File: src/rtl/pipe_mux_n.sv
// pipe_mux_n: N-input W-bit select with registered valid/ready output.
// A 2-entry skid keeps in_ready free of any out_ready path.
//
// Ports:
//   clk, reset  rising-edge clock, sync active-high reset
//   in_data     N_IN packed inputs, input k at [k*WIDTH +: WIDTH]
//   in_sel      select; values >= N_IN yield OOR_VAL with oor tag
//   in_valid    input handshake valid
//   in_ready    input handshake ready (registered, = ~skid valid)
//   out_data    selected data
//   out_sel     select that produced out_data
//   out_oor     out_data came from an out-of-range select
//   out_valid   output handshake valid
//   out_ready   output handshake ready
//   oor_cnt     saturating count of accepted out-of-range selects
module pipe_mux_n #(
  parameter int              WIDTH   = 32,
  parameter int              N_IN    = 7,
  parameter int              SEL_W   = 3,
  parameter logic [WIDTH-1:0] OOR_VAL = '0
) (
  input  logic                  clk,
  input  logic                  reset,
  input  logic [N_IN*WIDTH-1:0] in_data,
  input  logic [SEL_W-1:0]      in_sel,
  input  logic                  in_valid,
  output logic                  in_ready,
  output logic [WIDTH-1:0]      out_data,
  output logic [SEL_W-1:0]      out_sel,
  output logic                  out_oor,
  output logic                  out_valid,
  input  logic                  out_ready,
  output logic [7:0]            oor_cnt
);

  logic [WIDTH-1:0] muxData;
  logic             muxOor;

  logic             skidValid;
  logic [WIDTH-1:0] skidData;
  logic [SEL_W-1:0] skidSel;
  logic             skidOor;

  logic accept;
  logic drain;

  // Unmatched select falls through to OOR_VAL.
  always_comb begin
    muxData = OOR_VAL;
    muxOor  = 1'b1;
    for (int k = 0; k < N_IN; k++) begin
      if (in_sel == SEL_W'(k)) begin
        muxData = in_data[k*WIDTH +: WIDTH];
        muxOor  = 1'b0;
      end
    end
  end

  assign in_ready = ~skidValid;
  assign accept   = in_valid & in_ready;
  assign drain    = out_valid & out_ready;

  always_ff @(posedge clk) begin
    if (reset) begin
      out_valid <= 1'b0;
      out_data  <= '0;
      out_sel   <= '0;
      out_oor   <= 1'b0;
      skidValid <= 1'b0;
      skidData  <= '0;
      skidSel   <= '0;
      skidOor   <= 1'b0;
      oor_cnt   <= '0;
    end else begin
      if (accept && muxOor && oor_cnt != 8'hFF)
        oor_cnt <= oor_cnt + 8'd1;

      if (skidValid) begin
        // FULL: skid entry is older, promote it on drain.
        if (drain) begin
          out_data  <= skidData;
          out_sel   <= skidSel;
          out_oor   <= skidOor;
          skidValid <= 1'b0;
        end
      end else if (accept) begin
        if (!out_valid || drain) begin
          out_valid <= 1'b1;
          out_data  <= muxData;
          out_sel   <= in_sel;
          out_oor   <= muxOor;
        end else begin
          skidValid <= 1'b1;
          skidData  <= muxData;
          skidSel   <= in_sel;
          skidOor   <= muxOor;
        end
      end else if (drain) begin
        out_valid <= 1'b0;
      end
    end
  end

endmodule
File: config.mk
export PLATFORM = sky130hd
export DESIGN_NAME = pipe_mux_n
export DESIGN_NICKNAME = d
export VERILOG_FILES = /design/src/rtl/pipe_mux_n.sv
export SDC_FILE = /design/constraint.sdc
export NUM_CORES = 1
export LEC_CHECK = 0
export CELL_PAD_IN_SITES_DETAIL_PLACEMENT = 2
export CELL_PAD_IN_SITES_GLOBAL_PLACEMENT = 2
export CORE_UTILIZATION = 23
export DETAILED_ROUTE_END_ITERATION = 10
export GPL_ROUTABILITY_DRIVEN = 0
export PLACE_DENSITY_LB_ADDON = 0.1
export SLEW_MARGIN = 40
export SYNTH_ARGS = -nofsm -noshare
export SYNTH_HDL_FRONTEND = slang
export SYNTH_SLANG_ARGS = --single-unit
export TNS_END_PERCENT = 50
File: constraint.sdc
create_clock -name clk -period 1.9 [get_ports clk]
set_clock_uncertainty 0.1 [all_clocks]
set_input_delay 0.19 -clock clk [delete_from_list [all_inputs] [get_ports clk]]
set_output_delay 0.19 -clock clk [all_outputs]
set_load 0.05 [all_outputs]
After elaboration in Yosys (flattened, before gate mapping)

Cells that the tools add are included.

Flip-flop bits (word level): 82
Bits of input ports: 231
Output and inout bits: 46
Logic and storage cells: 67

Add/sub/neg operators: 1
Equal/unequal tests: 9
Muxes and demuxes: 33
Bitwise operators: 4
Reduce and logical (&&, ||, !) cells: 11

Operators by type and width:

| kind                | number |
|---|---|
| $mux 32             | 11 |
| $mux 1              | 18 |
| $mux 3              | 4 |
| $eq 3x3->1 const B  | 3 |
| $reduce_and 3->1    | 3 |
| $add 8x1->8 const B | 1 |
| $ne 8x8->1 const B  | 1 |
| $eq 3x2->1 const B  | 2 |
| $reduce_bool 2->1   | 3 |
| $ne 2x1->1 const B  | 2 |
| $eq 3x1->1 const B  | 1 |
| $logic_not 3->1     | 1 |
| $and 1x1->1         | 2 |
| $logic_and 1x1->1   | 2 |
| $not 1->1           | 2 |
| $logic_not 1->1     | 1 |
| $logic_or 1x1->1    | 1 |

Longest topological paths before layout

Gate-level depths: netlist (run 1).

Depth in word-level cells: 11
Mapped depth: 8
Depth with buffers taken out: 4

Worst setup path before layout (run 1)

OpenSTA, ideal clock, no wires.

Path kind: flip-flop to flip-flop
Start point: register oor_cnt[0]
End point: register oor_cnt[4]
Library setup time: 70 ps
Arrival time: 1,736 ps
Slack: -6 ps
Cell stages (with the launch flop): 5
Path buffers: 0
Clock period less this slack: 1,906 ps
Cell sequence: dfxtp_1 > ha_1 > nand3_1 > or4_1 > a21oi_1

Word-level cells in the longest chain between the ends: 2

RTL lines:

| element                                             | RTL line | text |
|---|---|---|
| start: declaration                                  | 33       | `output logic [7:0] oor_cnt` |
| start signal: assignment                            | 76       | `oor_cnt <= oor_cnt + 8'd1;` |
| branches (longest 2 deep; another with $add 8x1->8) | n/a      |  |

Several ways; the timed one is not identified.
A chain may end at the register's enable or synchronous reset.

Worst setup path in the final report (run 1)

Start point: register out_data[1]
End point: output out_data[1]

RTL lines:

| element                  | RTL line | text |
|---|---|---|
| start: declaration       | 28       | `output logic [WIDTH-1:0] out_data,` |
| start signal: assignment | 81       | `out_data <= skidData;` |
| start signal: assignment | 89       | `out_data <= muxData;` |

No word-level cell between the ends.

==> impl_metrics.yaml, run 1 <==
route:
  viasPerCell: 5.25
  drc: 0
  wirelength_um: 27700
  ant_nets: 0
  avgRoutedWirePerCell_um: 21.6
  routed-via-count: 6720
  drt_iter0_drc: 213
  drt_pass1_iterations: 4
synthesis:
  ys.flop_type: "dfxtp_1"
  yosysWarnings: 0
  synth-edff-count: 0
  ys_async_sr_fraction: 0
  synth_xor_area_frac: 0
  avgSynthCellArea_um2: 8.66
  synth-simple-area-share: 0.156
  syn_area_um2: 5880
  yosysSeqAreaShare: 0.279
  ys_seq_elements: 82
  synthCells: 679
  post_synth_mux_area_share: 0.141
  syn_nets: 911
  synth_top_area_cell: "dfxtp_1"
  synthTopCellsByArea: "dfxtp_1 28%, mux2i_1 8.2%, a21oi_1 7.0%"
  synth_adder_area_share: 0.00213
  netlist.area_leader.share: 0.279
  synthDistinctLibCells: 49
  synth_compound_area_frac: 0.337
  synth_top_family_by_area: "compound AO/OA/AOI/OAI gates"
clock_network:
  numCtsBuffers: 9
  cts_num_sinks: 82
  clk_path_buf_depth: 2
  htree_levels: 3
  clk_latency_ns: 0.34
  cts-root-buf: "clkbuf_16"
  path_clk_slew_ns: 0.06
  cts_tree: "yes"
sta:
  worst_slack_ns: 0.0268
  fin_crit_sh: 0.986
  setup-violations-final: 0
  slew_viol_final: 0
  hold_violations: 0
  rsz0062_at_grt: "no"
  fmax_mhz: 534
  relSlewSlack: 0.628
  fin_crit_ns: 1.87
  max_slew.worst_pin.slew_ns: 0.557
  fin_hold_ws_ns: 0.0916
layout:
  multi_input_area_um2: 3760
  final_layout_size_suffix_gt1_frac: 0.162
  seqCellArea_um2: 1640
  nets: 1176
  fin_area_um2: 9510
  synthToLayoutAreaGrowth_pct: 61.7
  finalNonFillerCells: 1279
  fillers: 2742
global_route:
  grt_pass1_vias: 7796
  grt_util_all_layers: 0.208
  gr-total-overflow: 0
  grt_pass1_wl_um: 42100
  grt_antenna_before_repair: 1
  grt_max_degree: 61
worst_setup_path:
  worstSetupEndpoint: "out_data[1]"
  cp_max_fo: 3
  cp_num_buf_inv: 1
  critPathSlowestCell: "clkdlybuf4s50_1"
  startpoint: "out_data[1]"
  r2r_start: "skidValid"
  cp_top_family: "buffers and inverters"
  end_kind: "primary output"
  cpPeakStageDelay_ns: 0.84
  reg2reg_slack_ns: 0.09
  worstReg2RegEnd: "out_data[12]"
  worstPathArrival_ns: 1.58
  path_cells: "clkdlybuf4s50_1"
  path_depth: 1
  reg2regPathDepth: 7
  crit_type: "flop to primary output"
  required_ns: 1.61
  cp-start-kind: "flop"
outcome:
  status: "complete, no violations"
placed_design:
  place_hpwl_um: 21300
  placed_cells: 1263
  postPlaceCellArea_um2: 9180
  io_buffers: 276
  pre_cts_ws_ns: -0.286
floorplanning:
  start_util: 0.234
  die_y_um: 162
  dieArea_um2: 26200
  coreArea_um2: 25100
  io_pins: 277
  rows: 58
  fp.dieW_um: 162
power_and_ir_drop:
  p_per_area_nw_per_um2: 612
  p_leak_nw: 3.38
  peakVddDrop_mv: 0.426
  power_mw: 5.82
job:
  maxCapViolCount: 0
min_path:
  hold_class: "input port to flop"
final cells by class:
cell class / instances / area share
tap: 330 / 0.0434
sequential: 82 / 0.173
antenna: 1 / 0.000263
timing repair buffer: 326 / 0.346
multi-input combinational: 501 / 0.396
clock inverter: 2 / 0.00369
clock buffer: 13 / 0.0284
inverter: 24 / 0.00948
logic make-up (layout without fill, tap and decap cells):
logic type      after synthesis  in the layout
mux                          79             79
simple gates                163            163
flops                        82             82
compound gates              258            258
fa+ha+maj                     1              1
other cells                   0              1
buf+inv                      96            365
cell usage after synthesis, types with 5 or more instances:
master / n
a21oi_1: 82
nand3_1: 8
nand3b_1: 31
nand4bb_1: 6
a32o_1: 5
nand2b_1: 24
buf_6: 11
inv_1: 23
o2bb2ai_1: 6
nor2_1: 27
o21ai_0: 19
a211oi_2: 6
clkbuf_1: 25
o21ai_1: 15
a211oi_1: 10
o221ai_1: 23
o32a_1: 25
a221oi_2: 21
dfxtp_1: 82
mux2i_1: 48
mux2_2: 31
o32ai_1: 26
nand2_1: 43
o211ai_1: 11
buf_2: 27
worst min path at each step:
stage	start	endpoint	slack (ns)	cells past startpoint
6_report	in_sel[1]	skidSel[1]	0.09	3
5_1_grt	in_sel[1]	skidSel[1]	0.11	3
3_5_place_dp	skidData[31]	skidData[31]	0.35	1
4_1_cts	in_sel[1]	skidSel[1]	0.08	3
3_3_place_gp	skidData[20]	skidData[20]	0.34	1
2_1_floorplan	in_data[114]	skidData[18]	0.26	2
sequential cells by signal, summed over array words and instances, names as in the netlist:
name       flops
skidValid      1
skidSel        3
out_oor        1
out_data      32
out_valid      1
out_sel        3
skidOor        1
skidData      32
oor_cnt        8
per-stage QoR:
stage / util / setup TNS (ns)
final: 0.379 / 0
after global routing: 0.379 / 0
after CTS: 0.378 / 0
after detailed placement: 0.366 / -9.04
after global placement: 0.366 / -6.38
after floorplan: - / 0
repair_timing:
action | in CTS | in global routing
setup buffers | 0 | 0
gates resized for setup | 0 | 3
endpoints found under the setup margin | 0 | 3
hold buffers | 0 | 0
placed cells by master, fill, tap and decap left out, types with 8 or more instances in the layout:
master / count
a211oi_1: 10
a21oi_1: 81
a221oi_2: 21
buf_12: 15
buf_4: 51
clkbuf_16: 9
clkdlybuf4s50_1: 256
dfxtp_1: 80
inv_1: 23
mux2_2: 31
mux2i_1: 48
nand2_1: 43
nand2b_1: 23
nand3_1: 8
nand3b_1: 31
nor2_1: 25
o211ai_1: 11
o21ai_0: 19
o21ai_1: 15
o221ai_1: 23
o32a_1: 25
o32ai_1: 25
power by group:
group,switching (mW),leakage (nW),internal [mW],total (mW)
sequential,0.0790,0.671,1.83,1.91
combinational,1.08,2.56,1.01,2.09
clock,0.698,0.152,1.12,1.82
total,1.86,3.38,3.96,5.82
layer usage:
metal,global-route usage,share of wire
met4,0.0703,0.025
met5,0,0
met2,0.405,0.54
met3,0.0363,0.041
met1,0.223,0.40
(Power assumes the default switching activity.)
==> run 2, diff against run 1 <==
CORE_UTILIZATION = 25   (was 23)
clock period = 2.37 ns   (was 1.9 ns; I/O delays follow)
==> impl_metrics.yaml, run 2 (synthesized netlist as in run 1, its figures left out) <==
outcome:
  status: "complete, no violations"
worst_setup_path:
  cp-start-kind: "flop"
  cp_max_fo: 23
  required_ns: 2.49
  end_kind: "flop"
  crit_type: "flop to flop"
  worstPathArrival_ns: 2.18
  reg2reg_slack_ns: 0.31
  r2r_start: "skidValid"
  reg2regPathDepth: 6
  worstReg2RegEnd: "out_data[9]"
layout:
  nets: 1154
  synthToLayoutAreaGrowth_pct: 57.2
  top_regs: "out_data: 32 flops, skidData: 32 flops, oor_cnt: 8 flops"
  insertedDiodeCount: 0
  fillers: 2521
  layout_commonest_cell: "clkdlybuf4s50_1"
  final_layout_size_suffix_gt1_frac: 0.124
  final_cell_mix: "272 x clkdlybuf4s50_1, 82 x dfxtp_1, 81 x a21oi_1"
power_and_ir_drop:
  p_per_area_nw_per_um2: 501
  power_frac_clock: 0.317
  swShare: 0.326
  seqPwrFrac: 0.331
  power.share.combinational: 0.351
  intPower_mw: 3.12
  p_sw_mw: 1.51
  p_leak_nw: 3.18
  peakVddDrop_mv: 0.335
global_route:
  grt_util_all_layers: 0.225
  gr-total-overflow: 0
  grt_max_degree: 60
  grt_pass1_wl_um: 41900
  grt_pass1_vias: 7535
  grt_antenna_before_repair: 0
route:
  wirelength_um: 27300
  drt_pass1_iterations: 4
  drc: 0
  ant_nets: 0
  drt_iter0_drc: 240
  avgRoutedWirePerCell_um: 22.0
  routed-via-count: 6634
  viasPerCell: 5.35
floorplanning:
  coreArea_um2: 22800
  die_y_um: 155
  start_util: 0.257
  io_pins: 277
  dieArea_um2: 24100
  rows: 55
  fp.dieW_um: 155
clock_network:
  path_clk_slew_ns: 0.07
  cts-root-buf: "clkbuf_16"
  htree_levels: 3
  clk_path_buf_depth: 2
  holdBufCountCts: 0
  clk_latency_ns: 0.35
  cts_tree: "yes"
  cts_num_sinks: 82
  numCtsBuffers: 9
placed_design:
  place_hpwl_um: 20600
  io_buffers: 276
  pre_cts_ws_ns: 0.0847
sta:
  max_slew.worst_pin.slew_ns: 0.800
  hold_violations: 0
  worst_slack_ns: 0.307
  tns_ns: 0
  relSlewSlack: 0.467
  fmax_mhz: 485
  fin_crit_sh: 0.871
  rsz0062_at_grt: "no"
  slew_viol_final: 0
  setup-violations-final: 0
  fin_crit_ns: 2.06
job:
  maxCapViolCount: 0
min_path:
  hold_class: "input port to flop"
  worstHoldStart: "reset"
  min_path_cells: 2
  whs_endpoint: "oor_cnt[1]"
[run 2: worst max path at each step]
stage	start	cells past startpoint	endpoint	slack (ns)
2_1_floorplan	oor_cnt[0]	4	oor_cnt[4]	0.46
3_3_place_gp	out_ready	5	out_data[30]	0.14
3_5_place_dp	in_sel[2]	6	out_data[27]	0.08
4_1_cts	skidValid	2	in_ready	0.007
5_1_grt	skidValid	6	out_data[9]	0.16
6_report	skidValid	6	out_data[9]	0.31
[run 2: routing by layer]
metal	wire (um)	up-vias	track usage
met3	985	26	0.0323
met2	14500	179	0.437
met4	510	0	0.0668
li1	-	3111	-
met5	0	-	0
met1	11300	3318	0.250
[run 2: area by class of cell]
cell class / count / area, um2 / share of cell area
Tap cell: 313 / 392 / 0.0424
Timing Repair Buffer: 304 / 3060 / 0.331
Multi-Input combinational cell: 501 / 3760 / 0.406
Clock buffer: 13 / 260 / 0.0282
Sequential cell: 82 / 1640 / 0.178
Clock inverter: 3 / 46.3 / 0.00501
Inverter: 24 / 90.1 / 0.00975
[run 2: critical path, stage by stage, from the launching register on]
cell,delay [ns]
dfxtp_1,0.62
buf_4,0.28
nor2_1,0.05
o22a_2,0.33
buf_12,0.21
o221ai_1,0.21
o22ai_1,0.11
[run 2: power groups by stage]
stage,Sequential [mW],Clock [mW],Combinational (mW)
after floorplan,1.78,0,0.626
after global placement,1.56,0,1.59
after detailed placement,1.56,0,1.63
after CTS,1.54,1.51,1.64
after global routing,1.55,1.56,1.73
final,1.54,1.47,1.63
[run 2: timing repair]
item,in CTS,in global routing
resized for setup,0,1
buffers inserted,0,0
endpoints found under the setup margin,0,1
[run 2: metrics by stage]
stage / instance area, um2 / cells / hold slack (ns) / power [mW] / utilization
3_3_place_gp: 8930 / 1224 / 0.342 / 3.15 / 0.391
2_1_floorplan: 5880 / 679 / 0.311 / 2.41 / -
4_1_cts: 9240 / 1240 / 0.280 / 4.69 / 0.404
6_report: 9240 / 1240 / 0.286 / 4.63 / 0.405
3_5_place_dp: 8930 / 1224 / 0.346 / 3.20 / 0.391
5_1_grt: 9240 / 1240 / 0.312 / 4.83 / 0.405
==> run 3, diff against run 2 <==
CORE_UTILIZATION = 30   (was 25)
DONT_BUFFER_PORTS = 1   (was not set)
==> impl_metrics.yaml, run 3 (synthesized netlist as in run 1, its figures left out) <==
layout:
  layout_commonest_cell: "dfxtp_1"
  final_cell_mix: "82 x dfxtp_1, 81 x a21oi_1, 48 x mux2i_1"
  fin_area_um2: 6560
  nets: 898
  top_regs: "out_data: 32 flops, skidData: 32 flops, oor_cnt: 8 flops"
  seqCellArea_um2: 1640
  synthToLayoutAreaGrowth_pct: 11.5
  fillers: 2127
  final_util: 0.346
  final_layout_size_suffix_gt1_frac: 0.161
  multi_input_area_um2: 3750
  insertedDiodeCount: 0
outcome:
  status: "complete, no violations"
route:
  drc: 0
  wirelength_um: 22500
  avgRoutedWirePerCell_um: 24.2
  ant_nets: 0
  routed-via-count: 5526
  drt_iter0_drc: 157
  drt_pass1_iterations: 4
  viasPerCell: 5.94
floorplanning:
  coreArea_um2: 19000
  io_pins: 277
  dieArea_um2: 20200
  rows: 50
  start_util: 0.310
  die_y_um: 142
  fp.dieW_um: 142
worst_setup_path:
  path_cells: "buf_4 > o22a_2 > buf_12 > o221ai_1 > o22ai_1"
  cp-start-kind: "flop"
  worstReg2RegEnd: "out_data[1]"
  critPathSlowestCell: "dfxtp_1"
  reg2regPathDepth: 5
  worstPathArrival_ns: 2.07
  required_ns: 2.54
  end_kind: "flop"
  r2r_start: "skidValid"
  cp_max_fo: 34
  crit_type: "flop to flop"
  cpPeakStageDelay_ns: 0.57
  reg2reg_slack_ns: 0.47
sta:
  setup-violations-final: 0
  fin_crit_ns: 1.90
  worst_slack_ns: 0.471
  slew_viol_final: 0
  rsz0062_at_grt: "no"
  hold_violations: 0
  relSlewSlack: 0.543
  fin_crit_sh: 0.801
  max_slew.worst_pin.slew_ns: 0.684
  fmax_mhz: 527
  tns_ns: 0
power_and_ir_drop:
  p_leak_nw: 2.18
  power_mw: 3.92
  p_per_area_nw_per_um2: 597
  peakVddDrop_mv: 0.334
clock_network:
  htree_levels: 3
  cts_num_sinks: 82
  cts-root-buf: "clkbuf_16"
  cts_tree: "yes"
  path_clk_slew_ns: 0.07
  cts_setup_buffers: 0
  numCtsBuffers: 9
  ctsResizeCount: 0
  clk_path_buf_depth: 2
  clk_latency_ns: 0.35
  holdBufCountCts: 23
global_route:
  grt_antenna_before_repair: 0
  grt_util_all_layers: 0.221
  grt_pass1_vias: 6109
  grt_max_degree: 163
  gr-total-overflow: 0
  grt_pass1_wl_um: 34400
job:
  maxCapViolCount: 0
min_path:
  worstHoldStart: "in_data[122]"
  whs_endpoint: "out_data[26]"
  hold_class: "input port to flop"
  min_path_cells: 2
placed_design:
  io_buffers: 0
  place_hpwl_um: 15300
  postPlaceCellArea_um2: 6020
  pre_cts_ws_ns: 0.499
-- run 3: cell count changes in the layout (fill, tap and decap cells not counted), moves of 2 or more --
cell / change
dlygate4sd3_1: +22
clkbuf_1: -2
clkdlybuf4s50_1: -272
and3_2: -2
buf_12: -5
and3_1: +2
-- run 3: how the worst max path moves through the flow --
| stage | start | cells past startpoint | endpoint |
|---|---|---|---|
| 6_report | skidValid | 5 | out_data[1] |
| 3_3_place_gp | in_sel[0] | 5 | out_data[18] |
| 4_1_cts | skidValid | 5 | out_data[1] |
| 3_5_place_dp | skidValid | 5 | out_data[1] |
| 2_1_floorplan | oor_cnt[0] | 4 | oor_cnt[4] |
| 5_1_grt | out_valid | 5 | skidData[10] |
-- run 3: report_power, final --
| part | internal, mW | switching (mW) | leakage (nW) |
|---|---|---|---|
| registers | 1.47 | 0.311 | 0.670 |
| clock network | 0.771 | 0.608 | 0.138 |
| logic | 0.345 | 0.417 | 1.37 |
| total | 2.58 | 1.34 | 2.18 |
-- run 3: layout make-up --
| type | instances | share of cell area |
|---|---|---|
| multi-input cells | 501 | 0.572 |
| clock inverters | 5 | 0.00572 |
| clock buffers | 11 | 0.0385 |
| repair buffers | 48 | 0.0702 |
| well taps | 260 | 0.0496 |
| flip-flops and latches | 82 | 0.250 |
| inverters | 24 | 0.0137 |
-- run 3: through the flow --
step | hold slack, ns | cells
6_report | 0.0169 | 931
3_3_place_gp | 0.217 | 892
4_1_cts | 0.00167 | 931
5_1_grt | 0.0148 | 931
2_1_floorplan | 0.311 | 679
3_5_place_dp | 0.219 | 892
-- run 3: metal layers --
| metal | wire (um) | GRT usage | part of all wire |
|---|---|---|---|
| met1 | 9260 | 0.252 | 0.41 |
| met3 | 1210 | 0.0532 | 0.054 |
| met4 | 260 | 0.0521 | 0.012 |
| met2 | 11800 | 0.412 | 0.52 |
| met5 | 0 | 0 | 0 |
-- run 3: worst max-delay path, delay by kind of cell (launching register included) --
kind            cells  cell delay, ns
flops               1            0.57
buf+inv             2            0.51
compound gates      3            0.63
